--- src/rtl/qrs_peak_scheduler.sv ---
// Purpose : Pan-Tompkins QRS decision controller; accepts/rejects candidate peaks
//           against signal/noise thresholds, owns refractory and RR timing, and
//           performs search-back when a beat is missed.
// Latency : decisions registered; an event appears one clk after the en cycle
//           that carried the qualifying sample.
// Backpressure: none; the block advances only on en_i strobes and never stalls.
//
// Ports:
//   clk_i, rst_i        clock, synchronous active-high reset
//   en_i                sample-rate strobe; nothing advances when low
//   peak_valid_i/amp_i  candidate peak from the peak detector
//   thr_i1_i, thr_i2_i  signal threshold and search-back threshold
//   qrs_valid_o         one-clk pulse per accepted beat
//   qrs_amp_o, qrs_sb_o amplitude / search-back flag of the last event (held)
//   rr_interval_o       ticks from previous beat to the last event (held)
//   rr_avg_o            running RR average
//   refractory_o        high while the refractory window is active
module qrs_peak_scheduler #(
    parameter int REFRACT = 40,
    parameter int RR_INIT = 200,
    parameter int DW      = 16
) (
    input  logic          clk_i,
    input  logic          rst_i,
    input  logic          en_i,
    input  logic          peak_valid_i,
    input  logic [DW-1:0] peak_amp_i,
    input  logic [DW-1:0] thr_i1_i,
    input  logic [DW-1:0] thr_i2_i,
    output logic          qrs_valid_o,
    output logic [DW-1:0] qrs_amp_o,
    output logic          qrs_sb_o,
    output logic [15:0]   rr_interval_o,
    output logic [15:0]   rr_avg_o,
    output logic          refractory_o
);

    localparam logic [15:0] REFRACT_L = 16'(REFRACT);
    localparam logic [15:0] RR_INIT_L = 16'(RR_INIT);

    typedef enum logic [1:0] {
        S_WAIT    = 2'd0,
        S_REFRACT = 2'd1,
        S_DETECT  = 2'd2
    } state_t;

    state_t        state_q, state_d;
    logic [15:0]   rr_cnt_q, rr_cnt_d;
    logic [15:0]   refr_cnt_q, refr_cnt_d;
    logic          cand_valid_q, cand_valid_d;
    logic [DW-1:0] cand_amp_q, cand_amp_d;
    logic [15:0]   cand_idx_q, cand_idx_d;
    logic          qrs_valid_q, qrs_valid_d;
    logic [DW-1:0] qrs_amp_q, qrs_amp_d;
    logic          qrs_sb_q, qrs_sb_d;
    logic [15:0]   rr_interval_q, rr_interval_d;
    logic [15:0]   rr_avg_q, rr_avg_d;

    // Search-back deadline ~1.625 x average; the sum cannot exceed 17 bits.
    logic [16:0] rr_limit_w;
    logic [15:0] rr_limit;
    assign rr_limit_w = {1'b0, rr_avg_q} + {2'b00, rr_avg_q[15:1]} + {4'b0000, rr_avg_q[15:3]};
    assign rr_limit   = rr_limit_w[16] ? 16'hFFFF : rr_limit_w[15:0];

    logic [15:0] rr_cnt_inc;
    assign rr_cnt_inc = (rr_cnt_q == 16'hFFFF) ? 16'hFFFF : rr_cnt_q + 16'd1;

    // Decision qualifiers; primary beats win over search-back, and a search-back
    // tick does not capture a new candidate because rr_cnt is being rebased.
    logic decide, primary, sb_hit, capture;
    assign decide  = en_i && (state_q != S_REFRACT);
    assign primary = decide && peak_valid_i && (peak_amp_i >= thr_i1_i);
    assign sb_hit  = en_i && (state_q == S_DETECT) && cand_valid_q
                     && (rr_cnt_q == rr_limit) && !primary;
    assign capture = decide && peak_valid_i && !primary && !sb_hit
                     && (peak_amp_i >= thr_i2_i)
                     && (!cand_valid_q || (peak_amp_i > cand_amp_q));

    // 7/8 old average plus 1/8 of the new interval.
    function automatic logic [15:0] avg_next(input logic [15:0] avg, input logic [15:0] rr);
        logic [16:0] s;
        s = {1'b0, avg} - {4'b0000, avg[15:3]} + {4'b0000, rr[15:3]};
        return s[15:0];
    endfunction

    always_comb begin
        state_d       = state_q;
        rr_cnt_d      = rr_cnt_q;
        refr_cnt_d    = refr_cnt_q;
        cand_valid_d  = cand_valid_q;
        cand_amp_d    = cand_amp_q;
        cand_idx_d    = cand_idx_q;
        qrs_valid_d   = 1'b0;
        qrs_amp_d     = qrs_amp_q;
        qrs_sb_d      = qrs_sb_q;
        rr_interval_d = rr_interval_q;
        rr_avg_d      = rr_avg_q;

        if (en_i) begin
            rr_cnt_d = rr_cnt_inc;

            if (state_q == S_REFRACT) begin
                if (refr_cnt_q == REFRACT_L) begin
                    state_d = S_DETECT;
                end else begin
                    refr_cnt_d = refr_cnt_q + 16'd1;
                end
            end

            if (primary) begin
                qrs_valid_d  = 1'b1;
                qrs_amp_d    = peak_amp_i;
                qrs_sb_d     = 1'b0;
                rr_cnt_d     = 16'd1;
                cand_valid_d = 1'b0;
                refr_cnt_d   = 16'd1;
                state_d      = S_REFRACT;
                if (state_q == S_DETECT) begin
                    rr_interval_d = rr_cnt_q;
                    rr_avg_d      = avg_next(rr_avg_q, rr_cnt_q);
                end else begin
                    // First beat: no previous beat to measure from.
                    rr_interval_d = 16'd0;
                end
            end else if (sb_hit) begin
                qrs_valid_d   = 1'b1;
                qrs_amp_d     = cand_amp_q;
                qrs_sb_d      = 1'b1;
                rr_interval_d = cand_idx_q;
                rr_avg_d      = avg_next(rr_avg_q, cand_idx_q);
                // Re-reference the counter to the recovered beat.
                rr_cnt_d      = rr_cnt_q - cand_idx_q + 16'd1;
                cand_valid_d  = 1'b0;
            end else if (capture) begin
                cand_valid_d = 1'b1;
                cand_amp_d   = peak_amp_i;
                cand_idx_d   = rr_cnt_q;
            end
        end
    end

    always_ff @(posedge clk_i) begin
        if (rst_i) begin
            state_q       <= S_WAIT;
            rr_cnt_q      <= 16'd0;
            refr_cnt_q    <= 16'd0;
            cand_valid_q  <= 1'b0;
            cand_amp_q    <= '0;
            cand_idx_q    <= 16'd0;
            qrs_valid_q   <= 1'b0;
            qrs_amp_q     <= '0;
            qrs_sb_q      <= 1'b0;
            rr_interval_q <= 16'd0;
            rr_avg_q      <= RR_INIT_L;
        end else begin
            state_q       <= state_d;
            rr_cnt_q      <= rr_cnt_d;
            refr_cnt_q    <= refr_cnt_d;
            cand_valid_q  <= cand_valid_d;
            cand_amp_q    <= cand_amp_d;
            cand_idx_q    <= cand_idx_d;
            qrs_valid_q   <= qrs_valid_d;
            qrs_amp_q     <= qrs_amp_d;
            qrs_sb_q      <= qrs_sb_d;
            rr_interval_q <= rr_interval_d;
            rr_avg_q      <= rr_avg_d;
        end
    end

    assign qrs_valid_o   = qrs_valid_q;
    assign qrs_amp_o     = qrs_amp_q;
    assign qrs_sb_o      = qrs_sb_q;
    assign rr_interval_o = rr_interval_q;
    assign rr_avg_o      = rr_avg_q;
    assign refractory_o  = (state_q == S_REFRACT);

endmodule

--- config.mk ---
export PLATFORM = sky130hd
export DESIGN_NAME = qrs_peak_scheduler
export DESIGN_NICKNAME = d
export VERILOG_FILES = /design/src/rtl/qrs_peak_scheduler.sv
export SDC_FILE = /design/constraint.sdc
export NUM_CORES = 1
export LEC_CHECK = 0
export BUFFER_PORTS_ARGS = -buffer_cell sky130_fd_sc_hd__buf_4
export CAP_MARGIN = 20
export CORE_ASPECT_RATIO = 1.4
export CORE_MARGIN = 5
export CORE_UTILIZATION = 35
export DETAILED_ROUTE_END_ITERATION = 7
export SLEW_MARGIN = 20
export SYNTH_ARGS = -nofsm -noshare
export SYNTH_HDL_FRONTEND = slang
export SYNTH_SLANG_ARGS = --single-unit
--- constraint.sdc ---
create_clock -name clk_i -period 5.9 [get_ports clk_i]
set_input_delay 1.18 -clock clk_i [delete_from_list [all_inputs] [get_ports clk_i]]
set_output_delay 1.18 -clock clk_i [all_outputs]
set_load 0.02 [all_outputs]
* Word-level counts from Yosys, hierarchy flattened *
Cells that the tools add are included.

operators by class
  $add $sub $neg = 9
  order comparisons = 3
  eq/ne operators = 8
  multiplexer cells = 25
  bitwise logic cells = 3
  reductions and logical operators = 26

operators by type and width
  operator                 count
  $mux W16                 15
  $add A16 B1 Y16 const B  3
  $add A16 B13 Y16         2
  $ge A16 B16 Y1           2
  $add A16 B15 Y17         1
  $add A17 B13 Y17         1
  $eq A16 B16 Y1           1
  $eq A16 B16 Y1 const B   1
  $eq A16 B6 Y1 const B    1
  $gt A16 B16 Y1           1
  $sub A16 B13 Y16         1
  $sub A16 B16 Y16         1
  $logic_and A1 B1 Y1      11
  $reduce_and A3 Y1        3
  $mux W1                  7
  $mux W2                  3
  $reduce_bool A2 Y1       3
  $ne A2 B1 Y1 const B     2
  $reduce_and A2 Y1        2
  $reduce_and A4 Y1        1
  $logic_not A1 Y1         3
  $not A1 Y1               3
  $reduce_bool A3 Y1       1
  $eq A2 B1 Y1 const B     1
  other kinds (4)          4

storage, ports and cells
  flip-flop bits (word level) = 117
  output and inout bits = 51
  logic and storage cells = 85

* Depth between registers and ports, before layout *
  depth after elaboration = 13
  gate-level depth with buffers = 25
  mapped depth without buffers = 23

* Worst setup path after synthesis *
Ideal clock, no wire load.

  path kind = input to register
  from = in peak_amp_i[0]
  to = reg rr_avg_q[14] (netlist: rr_avg_o[14])
  setup time = 123 ps
  arrival = 5305 ps
  data required time = 5777 ps
  path slack = 472 ps
  stages on the path = 25
  cell sequence = inv_1 -> ha_1 -> nand2b_1 -> a21o_1 -> a211oi_1 -> o21ai_0 -> a221o_1 -> and2_1 -> clkbuf_1 -> clkbuf_1 -> nand2_1 -> o21ai_0 -> ha_1 -> inv_1 -> fa_1 -> nor2b_1 -> o2111ai_1 -> nand3_1 -> o211a_1 -> o41ai_1 -> nand2b_1 -> nand3_1 -> o221ai_1 -> a21oi_1 -> mux2_1

on the way
  word-level cells in the longest chain between the ends = 6

RTL lines
  item                          line  text
  start: declaration            27    input logic [DW-1:0] peak_amp_i,
  $ge A16 B16 Y1 (*)            72    assign primary = decide && peak_valid_i && (peak_amp_i >= thr_i1_i);
  $logic_and A1 B1 Y1 (*)       72
  $logic_not A1 Y1              74    && (rr_cnt_q == rr_limit) && !primary;
  $logic_and A1 B1 Y1           74
  $reduce_bool A2 Y1 (no line)  -
  $reduce_and A3 Y1 (no line)   -
  end signal: assignment        166   rr_avg_q <= rr_avg_d;
  end: declaration              57    logic [15:0] rr_avg_q, rr_avg_d;

Every way passes the cells marked *; elsewhere a longest branch is shown, timed or not.
A chain may end at the register's enable or synchronous reset.

* Worst setup path in the final report *
Ends and elaborated chain as after synthesis.

==> results.cfg <==
[status]
status = finished clean

[routing]
drt-pass1-iter-count = 7
wl_per_cell_um = 16.78
vias = 9216
drtAntennaViolNets = 0
totalWireLength_mm = 28.86
drc = 0
vias_per_cell = 5.358
drt_iter0_markers = 451

[cts]
cts_setup_buffers = 0
cts_tree = done
htree_levels = 4
clockBufferDepth = 2
cts_resized = 0
clock_latency_ns = 0.43
cts.clk_slew.worst_paths_ns = 0.05
hold_buffers = 0
clock-root-buffer = clkbuf_16
cts_buffers = 17
cts_sinks = 117

[setup_path]
worst_ep_required_time_ns = 6.21
slowest_delay_ns = 0.44
end_kind = register
crit_arrival_ns = 5.78
cp_num_buf_inv = 4
crit_path_start_kind = primary input
crit_path_max_fanout = 13
slowest_stage = a221o_1
critical-path-top-delay-family = compound AO/OA/AOI/OAI gates
crit_type = primary input to register

[synthesis]
synth_edf_count = 0
async_flop_share = 0
syn_area_um2 = 10030
ys_seq_area_frac = 0.2336
ys_warn_count = 0
ys_seq_elements = 117
synthFlopType = dfxtp_1
ys_top_cells_by_count = 140 x nand2_1, 125 x ha_1, 121 x inv_1, 117 x dfxtp_1, 84 x nor2_1
synth.most_common_cell = nand2_1
synthTopCellsByArea = dfxtp_1 23%, ha_1 16%, mux2i_1 5.4%
syn_avg_cell_area_um2 = 8.041
yosysTopAreaCellShare = 0.2336
syn_inst = 1247
syn_nets = 1441
synth_cell_types = 75
synth_area_leader_cell = dfxtp_1

[sta]
layout_worst_path_cycle_share = 0.9259
hold_viol = 0
min_period_ns = 5.463
final.setup.tns_ns = 0
rsz0062_at_grt = false
worst-slew-pin-transition_ns = 0.9806
slew_headroom = 0.3463
fin_skew_ns = 0.008851
finalMaxSlewViolations = 0
setup_viol = 0
hold_ws_ns = 0.4498
fmax_mhz = 183.1

[layout]
fill_cells = 2885
final_nets = 1526
diodes = 0
fin_util = 0.4193
area_growth_pct = 18.40
stdcell_area_um2 = 11870
drive_gt1_frac = 0.1323

[placement]
place.gp.congestion = 0.9008
dp.final_hpwl_mm = 22.09
place_area_um2 = 11170
port_buffers = 102

[global_routing]
track_usage = 0.1796
overflow = 0
grt_start_max_net_pins = 53
grt_pass1_vias = 9262
grt_pass1_wl_mm = 47.19
antenna_found_initial = 0

[floorplanning]
start_util = 0.3541
die_area_um2 = 32180
rows = 73
die_w_um = 153.1
core_um2 = 28310
ios = 103
die_y_um = 210.3

[worst_hold_path]
min-delay-path-class = register to register

[power_and_ir_drop]
leakage_nw = 5.202
vdd_ir_drop_max_mv = 0.1998
powerDensity_nw_per_um2 = 200.0

[run]
cap_violations = 0
[worst paths after layout]
| path | startpoint | to | slack (ns) | cells past startpoint |
|---|---|---|---|---|
| max | peak_amp_i[0] | rr_avg_o[14] | 0.44 | 25 |
| min | qrs_sb_o | qrs_sb_o | 0.45 | 2 |
| max reg2reg | rr_avg_o[2] | rr_cnt_q[5] | 0.74 | 13 |
| min reg2reg | qrs_sb_o | qrs_sb_o | 0.45 | 2 |
[cell families (layout without fill, tap and decap cells)]
| kind of cell | after synthesis | in the layout | share of synthesized area |
|---|---|---|---|
| multiplexers | 57 | 57 | 0.05727 |
| buffers and inverters | 177 | 275 | 0.06988 |
| XOR/XNOR | 68 | 68 | 0.06089 |
| AO/OA/AOI/OAI | 303 | 303 | 0.2099 |
| AND/OR/NAND/NOR | 383 | 383 | 0.1786 |
| adder cells (fa/ha/maj) | 142 | 142 | 0.1899 |
| flip-flops | 117 | 117 | 0.2336 |
[flip-flops by register name, indices dropped and copies added (netlist names)]
| signal | cells |
|---|---|
| cand_amp_q | 16 |
| cand_idx_q | 16 |
| cand_valid_q | 1 |
| qrs_amp_o | 16 |
| qrs_sb_o | 1 |
| qrs_valid_o | 1 |
| refr_cnt_q | 16 |
| rr_avg_o | 16 |
| rr_cnt_q | 16 |
| rr_interval_o | 16 |
| state_q | 2 |
[power by group]
part | total, mW | switching, mW | internal, mW | leakage, nW
registers | 0.834 | 0.0253 | 0.809 | 0.947
clock network | 1.25 | 0.384 | 0.867 | 0.341
logic | 0.289 | 0.161 | 0.129 | 3.91
[stage by stage]
step           total power [mW]  setup WS (ns)  cells
2_1_floorplan             1.033         0.4721   1247
3_3_place_gp              1.135        0.04544   1688
3_5_place_dp              1.139        0.01477   1688
4_1_cts                   2.393         0.4479   1720
5_1_grt                   2.461        0.04929   1720
6_report                  2.374         0.4370   1720
[worst min-delay path, stage by stage, from the launching register on]
cell and delay, ns:
dfxtp_1 0.31, inv_1 0.05, a21oi_1 0.05
[area by class of cell]
type	instances	area, um^2	share of cell area
inverters	122	457.9	0.03857
repair buffers	121	908.4	0.07651
well taps	375	469.2	0.03952
multi-input cells	953	6997	0.5893
clock inverters	9	220.2	0.01855
flip-flops and latches	117	2342	0.1973
clock buffers	23	478.0	0.04026
[metal layers]
metal / GRT usage / up-vias / share of wire
met3: 0.02999 / 55 / 0.051
met5: 0 / - / 0
li1: - / 4591 / -
met2: 0.3366 / 234 / 0.52
met1: 0.2033 / 4336 / 0.40
met4: 0.06548 / 0 / 0.029
[cell usage in the layout (no fill, tap or decap), drive strengths merged, types with 8 or more instances in the layout]
cell type  instances
nand2            140
ha               125
inv              122
buf              121
dfxtp            117
nor2              84
a21oi             62
mux2i             54
o21ai             49
a211oi            44
xnor2             39
nand3             37
xor2              28
and3              26
nor3              24
o21a              24
clkbuf            23
a21o              19
fa                17
o22ai             15
nor2b             14
nand4             13
o211ai            11
nand2b             9
a31oi              8
(Power assumes the default switching activity.)
